<file path="config.mk">
export PLATFORM = sky130hd
export DESIGN_NAME = counter_host_flat
export DESIGN_NICKNAME = d
export VERILOG_FILES = /design/src/rtl/counter_host_if.sv /design/src/rtl/counter_host.sv /design/src/flat_wrapper.sv
export SDC_FILE = /design/constraint.sdc
export NUM_CORES = 1
export LEC_CHECK = 0
export ABC_AREA = 1
export BUFFER_PORTS_ARGS = -buffer_cell sky130_fd_sc_hd__buf_2
export CAP_MARGIN = 25
export CORE_ASPECT_RATIO = 0.75
export CORE_MARGIN = 1
export CORE_UTILIZATION = 25
export DETAILED_ROUTE_END_ITERATION = 16
export HOLD_SLACK_MARGIN = 0.03
export SYNTH_ARGS = -nofsm -noshare
export SYNTH_HDL_FRONTEND = slang
export SYNTH_SLANG_ARGS = --single-unit
export TNS_END_PERCENT = 20
</file>
<file path="constraint.sdc">
create_clock -name in_clk -period 3.5 [get_ports in_clk]
set_input_delay 0.35 -clock in_clk [delete_from_list [all_inputs] [get_ports in_clk]]
set_output_delay 0.35 -clock in_clk [all_outputs]
set_load 0.01 [all_outputs]
</file>
<file path="src/rtl/counter_host_if.sv">
// Command, counter-control and sample-return signals between counter_host
// and its environment (command source plus the 8-bit counter it drives).
interface counter_host_if;
  logic       in_cmd_valid;
  logic       out_cmd_ready;
  logic [1:0] in_cmd_op;
  logic [7:0] in_cmd_data;
  logic       in_err_clr;
  logic [7:0] out_load_value;
  logic       out_load_now;
  logic       out_write_now;
  logic [7:0] in_bus_value;
  logic [7:0] in_bus_ena;
  logic       out_rd_valid;
  logic [7:0] out_rd_data;
  logic       out_timeout;
  logic       out_err;

  // Host side: takes commands and bus, drives counter controls and results.
  modport master (
    input  in_cmd_valid, in_cmd_op, in_cmd_data, in_err_clr,
    input  in_bus_value, in_bus_ena,
    output out_cmd_ready, out_load_value, out_load_now, out_write_now,
    output out_rd_valid, out_rd_data, out_timeout, out_err
  );

  // Environment side: issues commands, models the counter, observes results.
  modport slave (
    output in_cmd_valid, in_cmd_op, in_cmd_data, in_err_clr,
    output in_bus_value, in_bus_ena,
    input  out_cmd_ready, out_load_value, out_load_now, out_write_now,
    input  out_rd_valid, out_rd_data, out_timeout, out_err
  );
endinterface

</file>
<file path="src/rtl/counter_host.sv">
// Initiator for an 8-bit counter's load / output-enable interface.
// Converts LOAD / READ / BURST commands into load strobes and drive requests,
// captures the driven bus and flags protocol or sequence errors.
//
// state     | meaning
// ----------+---------------------------------------------------------
// S_IDLE    | ready high, waiting for a command
// S_LOAD    | load_now held high for LOAD_HOLD cycles
// S_RD_WAIT | write_now high, waiting for one full-enable sample
// S_BURST   | write_now high, capturing N samples, checking +1 steps
module counter_host #(
  parameter int LOAD_HOLD = 2,
  parameter int TIMEOUT   = 4
) (
  input logic             in_clk,
  input logic             in_rst,
  counter_host_if.master  host
);

  typedef enum logic [1:0] {S_IDLE, S_LOAD, S_RD_WAIT, S_BURST} state_t;

  localparam logic [1:0] OP_LOAD  = 2'b01;
  localparam logic [1:0] OP_READ  = 2'b10;
  localparam logic [1:0] OP_BURST = 2'b11;

  localparam logic [3:0] HOLD_INIT = 4'(LOAD_HOLD - 1);
  localparam logic [3:0] WAIT_INIT = 4'(TIMEOUT - 1);

  state_t     state_q, state_d;
  logic       ready_q, ready_d;
  logic [7:0] load_value_q, load_value_d;
  logic       load_now_q, load_now_d;
  logic       write_now_q, write_now_d;
  logic       rd_valid_q, rd_valid_d;
  logic [7:0] rd_data_q, rd_data_d;
  logic       timeout_q, timeout_d;
  logic       err_q, err_d;
  logic [3:0] hold_q, hold_d;
  logic [3:0] wait_q, wait_d;
  logic [7:0] left_q, left_d;
  logic       have_prev_q, have_prev_d;
  logic       err_set;

  // Next-state and next-output decode; every output leaves through a register.
  always_comb begin
    state_d      = state_q;
    ready_d      = ready_q;
    load_value_d = load_value_q;
    load_now_d   = load_now_q;
    write_now_d  = write_now_q;
    rd_valid_d   = 1'b0;
    rd_data_d    = rd_data_q;
    timeout_d    = 1'b0;
    hold_d       = hold_q;
    wait_d       = wait_q;
    left_d       = left_q;
    have_prev_d  = have_prev_q;
    err_set      = 1'b0;

    case (state_q)
      S_IDLE: begin
        if (host.in_cmd_valid && ready_q) begin
          case (host.in_cmd_op)
            OP_LOAD: begin
              state_d      = S_LOAD;
              ready_d      = 1'b0;
              load_value_d = host.in_cmd_data;
              load_now_d   = 1'b1;
              hold_d       = HOLD_INIT;
            end
            OP_READ: begin
              state_d     = S_RD_WAIT;
              ready_d     = 1'b0;
              write_now_d = 1'b1;
              wait_d      = WAIT_INIT;
            end
            OP_BURST: begin
              state_d     = S_BURST;
              ready_d     = 1'b0;
              write_now_d = 1'b1;
              wait_d      = WAIT_INIT;
              left_d      = (host.in_cmd_data == 8'd0) ? 8'd1 : host.in_cmd_data;
              have_prev_d = 1'b0;
            end
            default: ;
          endcase
        end
      end

      S_LOAD: begin
        if (hold_q == 4'd0) begin
          state_d    = S_IDLE;
          load_now_d = 1'b0;
          ready_d    = 1'b1;
        end else begin
          hold_d = hold_q - 4'd1;
        end
      end

      S_RD_WAIT, S_BURST: begin
        if (host.in_bus_ena == 8'hFF) begin
          rd_data_d  = host.in_bus_value;
          rd_valid_d = 1'b1;
          // Monotonic check only applies between samples of one burst.
          if (state_q == S_BURST && have_prev_q &&
              host.in_bus_value != rd_data_q + 8'd1)
            err_set = 1'b1;
          have_prev_d = 1'b1;
          wait_d      = WAIT_INIT;
          if (state_q == S_RD_WAIT || left_q == 8'd1) begin
            state_d     = S_IDLE;
            write_now_d = 1'b0;
            ready_d     = 1'b1;
          end else begin
            left_d = left_q - 8'd1;
          end
        end else begin
          if (host.in_bus_ena != 8'h00)
            err_set = 1'b1;
          if (wait_q == 4'd0) begin
            state_d     = S_IDLE;
            write_now_d = 1'b0;
            ready_d     = 1'b1;
            timeout_d   = 1'b1;
            err_set     = 1'b1;
          end else begin
            wait_d = wait_q - 4'd1;
          end
        end
      end

      default: state_d = S_IDLE;
    endcase

    // A new error in the same cycle as a clear request must stay visible.
    err_d = err_set ? 1'b1 : (host.in_err_clr ? 1'b0 : err_q);
  end

  // State and output registers with synchronous reset.
  always_ff @(posedge in_clk) begin
    if (in_rst) begin
      state_q      <= S_IDLE;
      ready_q      <= 1'b1;
      load_value_q <= 8'd0;
      load_now_q   <= 1'b0;
      write_now_q  <= 1'b0;
      rd_valid_q   <= 1'b0;
      rd_data_q    <= 8'd0;
      timeout_q    <= 1'b0;
      err_q        <= 1'b0;
      hold_q       <= 4'd0;
      wait_q       <= 4'd0;
      left_q       <= 8'd0;
      have_prev_q  <= 1'b0;
    end else begin
      state_q      <= state_d;
      ready_q      <= ready_d;
      load_value_q <= load_value_d;
      load_now_q   <= load_now_d;
      write_now_q  <= write_now_d;
      rd_valid_q   <= rd_valid_d;
      rd_data_q    <= rd_data_d;
      timeout_q    <= timeout_d;
      err_q        <= err_d;
      hold_q       <= hold_d;
      wait_q       <= wait_d;
      left_q       <= left_d;
      have_prev_q  <= have_prev_d;
    end
  end

  assign host.out_cmd_ready  = ready_q;
  assign host.out_load_value = load_value_q;
  assign host.out_load_now   = load_now_q;
  assign host.out_write_now  = write_now_q;
  assign host.out_rd_valid   = rd_valid_q;
  assign host.out_rd_data    = rd_data_q;
  assign host.out_timeout    = timeout_q;
  assign host.out_err        = err_q;

endmodule

</file>
<file path="src/flat_wrapper.sv">
// flat-port wrapper written by rule: the top's interface ports become plain ports
module counter_host_flat 
#(
  parameter int LOAD_HOLD = 2,
  parameter int TIMEOUT   = 4
)
  (in_clk, in_rst, host_in_cmd_valid, host_in_cmd_op, host_in_cmd_data, host_in_err_clr, host_in_bus_value, host_in_bus_ena, host_out_cmd_ready, host_out_load_value, host_out_load_now, host_out_write_now, host_out_rd_valid, host_out_rd_data, host_out_timeout, host_out_err);
  counter_host_if host_i ();
  input logic in_clk;
  input logic in_rst;
  input wire logic [$bits(host_i.in_cmd_valid)-1:0] host_in_cmd_valid;
  input wire logic [$bits(host_i.in_cmd_op)-1:0] host_in_cmd_op;
  input wire logic [$bits(host_i.in_cmd_data)-1:0] host_in_cmd_data;
  input wire logic [$bits(host_i.in_err_clr)-1:0] host_in_err_clr;
  input wire logic [$bits(host_i.in_bus_value)-1:0] host_in_bus_value;
  input wire logic [$bits(host_i.in_bus_ena)-1:0] host_in_bus_ena;
  output wire logic [$bits(host_i.out_cmd_ready)-1:0] host_out_cmd_ready;
  output wire logic [$bits(host_i.out_load_value)-1:0] host_out_load_value;
  output wire logic [$bits(host_i.out_load_now)-1:0] host_out_load_now;
  output wire logic [$bits(host_i.out_write_now)-1:0] host_out_write_now;
  output wire logic [$bits(host_i.out_rd_valid)-1:0] host_out_rd_valid;
  output wire logic [$bits(host_i.out_rd_data)-1:0] host_out_rd_data;
  output wire logic [$bits(host_i.out_timeout)-1:0] host_out_timeout;
  output wire logic [$bits(host_i.out_err)-1:0] host_out_err;
  assign host_i.in_cmd_valid = host_in_cmd_valid;
  assign host_i.in_cmd_op = host_in_cmd_op;
  assign host_i.in_cmd_data = host_in_cmd_data;
  assign host_i.in_err_clr = host_in_err_clr;
  assign host_i.in_bus_value = host_in_bus_value;
  assign host_i.in_bus_ena = host_in_bus_ena;
  assign host_out_cmd_ready = host_i.out_cmd_ready;
  assign host_out_load_value = host_i.out_load_value;
  assign host_out_load_now = host_i.out_load_now;
  assign host_out_write_now = host_i.out_write_now;
  assign host_out_rd_valid = host_i.out_rd_valid;
  assign host_out_rd_data = host_i.out_rd_data;
  assign host_out_timeout = host_i.out_timeout;
  assign host_out_err = host_i.out_err;
  counter_host #(.LOAD_HOLD(LOAD_HOLD), .TIMEOUT(TIMEOUT)) u_core (.in_clk(in_clk), .in_rst(in_rst), .host(host_i));
endmodule
</file>
==> flow_metrics.env <==
export IMPL_required_ns=3.68
export IMPL_p_sw_share_pct=44.75
export IMPL_holdCritPathClass="in -> reg"
export IMPL_top_layer_used="met4"
export IMPL_first_global_vias=2236
export IMPL_post_route_drc_count=0
export IMPL_internal_power_mw=1.313
export IMPL_detail_route_antenna_nets=0
export IMPL_max_vdd_ir_drop_v=0.0002573
export IMPL_nNetsFinal=468
export IMPL_dp_slack_ns=1.265
export IMPL_critical_path_endpoint_type="register"
export IMPL_met1_length_microns=3175
export IMPL_p_switching_mw=1.064
export IMPL_hold_buffers=0
export IMPL_holdCritStartpoint="host_in_cmd_data[0]"
export IMPL_rrSetupSlack_ns=1.23
export IMPL_ys_warn_count=0
export IMPL_cts_tree="yes"
export IMPL_cts_root_buf="clkbuf_16"
export IMPL_syn_instance_count=382
export IMPL_start_kind="register"
export IMPL_gr_total_overflow=0
export IMPL_synth_avg_cell_area_sq_um=6.338
export IMPL_via_per_inst=4.405
export IMPL_status="finished clean"
export IMPL_seqPwrFrac_pct=32.3
export IMPL_grt_max_degree=29
export IMPL_area_growth_syn_to_layout_pct=20.93
export IMPL_boundaryPins=52
export IMPL_gp_congestion=0.8454
export IMPL_post_route_period_util_pct=65.00
export IMPL_postLayoutCoreUtil_pct=31.71
export IMPL_reg2reg_depth=7
export IMPL_hold_viol=0
export IMPL_hpwlAfterDp_microns=4779
export IMPL_post_cts_buffers=0
export IMPL_clock_fmax_ghz=0.4396
export IMPL_synth_seq_area_share_pct=33.90
export IMPL_io_buffers=51
export IMPL_core_sq_um=9234
export IMPL_rows=30
export IMPL_crit_type="reg -> reg"
export IMPL_finalCriticalPeriod_ns=2.275
export IMPL_final_common_cell="nand2_1"
export IMPL_power_density_nw_per_um2=811.8
export IMPL_post_cts_resize_count=0
export IMPL_yosysUniqueCellTypes=31
export IMPL_vias=2467
export IMPL_clk_latency_ns=0.28
export IMPL_p_comb_share_pct=48.4
export IMPL_htree_levels=2
export IMPL_leakage_nw=1.377
export IMPL_fin_tns_setup_ns=0
export IMPL_cp_max_fo=19
export IMPL_ys_ff_latch=41
export IMPL_worst_clock_skew_ns=0.006690
export IMPL_drive_gt1_share_pct=18.06
export IMPL_die_h_microns=87.23
export IMPL_clk_pin_slew_ns=0.06
export IMPL_die_area_sq_um=10090
export IMPL_drt_first_iter_violations=131
export IMPL_tightest_slew_ns=0.7230
export IMPL_final_cell_mix="nand2_1, nor2_1, inv_1, buf_2, dfxtp_1"
export IMPL_drt_pass1_iterations=4
export IMPL_ys_flop_type="dfxtp_1"
export IMPL_worstReg2RegStart="u_core.state_q[1]"
export IMPL_syn_area_sq_um=2421
export IMPL_rsz0062_at_grt="no"
export IMPL_synth_edf_count=0
export IMPL_slew_limit_headroom_pct=51.50
export IMPL_floorplan_initialDensity_pct=26.22
export IMPL_syn_nets=419
export IMPL_final_setup_viol_count=0
export IMPL_postLayoutSetupSlackWorst_ns=1.225
export IMPL_grt_pass1_wl_microns=10060
export IMPL_slew_viol_final=0
export IMPL_cts_sinks=41
export IMPL_antenna_found_initial=0
export IMPL_worstHoldEndpoint="u_core.host.out_load_value[0]"
export IMPL_dr_wl_met3_microns=320
export IMPL_maxCapViolCount=0
export IMPL_p_clk_share_pct=19.3
export IMPL_arrival_ns=2.45
export IMPL_diodes=0
export IMPL_grt_total_usage_pct=12.69
export IMPL_rr_endpoint="u_core.state_q[0]"
export IMPL_holdPathStages=3
export IMPL_die_w_microns=115.6
export IMPL_wl_per_cell_microns=10.93
export IMPL_synthArstFlopShare_pct=0
export IMPL_numCtsBuffers=5
export IMPL_clk_path_buf_depth=2
export IMPL_drt_total_wl_microns=6120
export IMPL_wl_met2_microns=2537
==> power groups by stage <==
| stage | logic [mW] | registers, mW | clock network, mW |
|---|---|---|---|
| 2_1_floorplan | 0.906 | 0.755 | 0 |
| 3_3_place_gp | 1.12 | 0.772 | 0 |
| 3_5_place_dp | 1.14 | 0.774 | 0 |
| 4_1_cts | 1.15 | 0.765 | 0.473 |
| 5_1_grt | 1.32 | 0.789 | 0.488 |
| 6_report | 1.15 | 0.767 | 0.459 |
==> metal layers <==
| metal | global-route usage (%) | up-vias |
|---|---|---|
| li1 | - | 1300 |
| met1 | 17.97 | 1098 |
| met2 | 19.11 | 61 |
| met3 | 2.784 | 8 |
| met4 | 3.846 | 0 |
| met5 | 0 | - |
==> through the flow <==
stage | std cells | cell area [sq um] | hold WS (ns) | power [mW]
after global routing | 560 | 2928 | 0.3358 | 2.594
after floorplan | 382 | 2421 | 0.4400 | 1.660
after CTS | 560 | 2928 | 0.3170 | 2.393
after global placement | 552 | 2781 | 0.4715 | 1.896
after detailed placement | 552 | 2781 | 0.4686 | 1.917
final | 560 | 2928 | 0.3246 | 2.377
==> sequential cells by signal, indices dropped and copies added (netlist names), 2 cells and up <==
register,cells
u_core.hold_q,4
u_core.host.out_load_value,8
u_core.host.out_rd_data,8
u_core.left_q,8
u_core.state_q,2
u_core.wait_q,4
==> kinds of logic after synthesis <==
| family | after synthesis | synth area share (%) |
|---|---|---|
| AO/OA/AOI/OAI | 61 | 13.49 |
| flip-flops | 41 | 33.90 |
| adder cells (fa/ha/maj) | 7 | 3.617 |
| buffers and inverters | 66 | 11.21 |
| XOR/XNOR | 3 | 1.085 |
| AND/OR/NAND/NOR | 204 | 36.69 |
==> how the worst max path moves through the flow <==
stage                               startpoint                          to  slack [ns]  depth (start not counted)
CTS                          u_core.state_q[1]  u_core.host.out_rd_data[2]        1.25                          5
floorplan           u_core.host.out_rd_data[0]         u_core.host.out_err        2.11                         10
finish                       u_core.state_q[1]           u_core.state_q[0]        1.23                          7
detailed placement           u_core.state_q[1]           u_core.state_q[0]        1.26                          7
global placement             u_core.state_q[1]           u_core.state_q[0]        1.35                          7
global route                 u_core.state_q[1]           u_core.state_q[0]        0.94                          7
==> cells in the mapped netlist, types with 2 or more instances <==
master	n	area, sq um
clkbuf_1	4	15.01
o21ai_1	2	10.01
nand4_1	3	18.77
nor3_1	7	35.03
a21oi_2	3	26.28
nor2_2	2	12.51
nand3b_1	3	22.52
nand3_1	24	120.1
nand3_4	2	35.03
nand2_1	89	334.1
a21oi_1	19	95.09
inv_2	4	15.01
buf_6	2	22.52
dfxtp_1	41	820.8
o211ai_1	2	15.01
nor2_1	67	251.5
nand2_2	4	25.02
xor2_1	2	17.52
buf_2	2	10.01
inv_1	51	191.4
ha_1	7	87.58
o21ai_0	33	165.2
==> critical path, stage by stage, from the launching register on <==
cell	delay [ns]
dfxtp_1	0.75
inv_2	0.23
nor2_1	0.58
nand2_1	0.24
nand3_1	0.20
nand2_1	0.07
nand2_1	0.06
nor2_1	0.05
==> layout make-up <==
class                      instances  area [sq um]
clock buffer                       5         125.1
multi-input combinational        275          1329
inverter                          57         216.5
timing repair buffer              51         255.2
tap                              128         160.2
clock inverter                     3         21.27
sequential                        41         820.8
fill                            1058          6306
(Power assumes the default switching activity.)
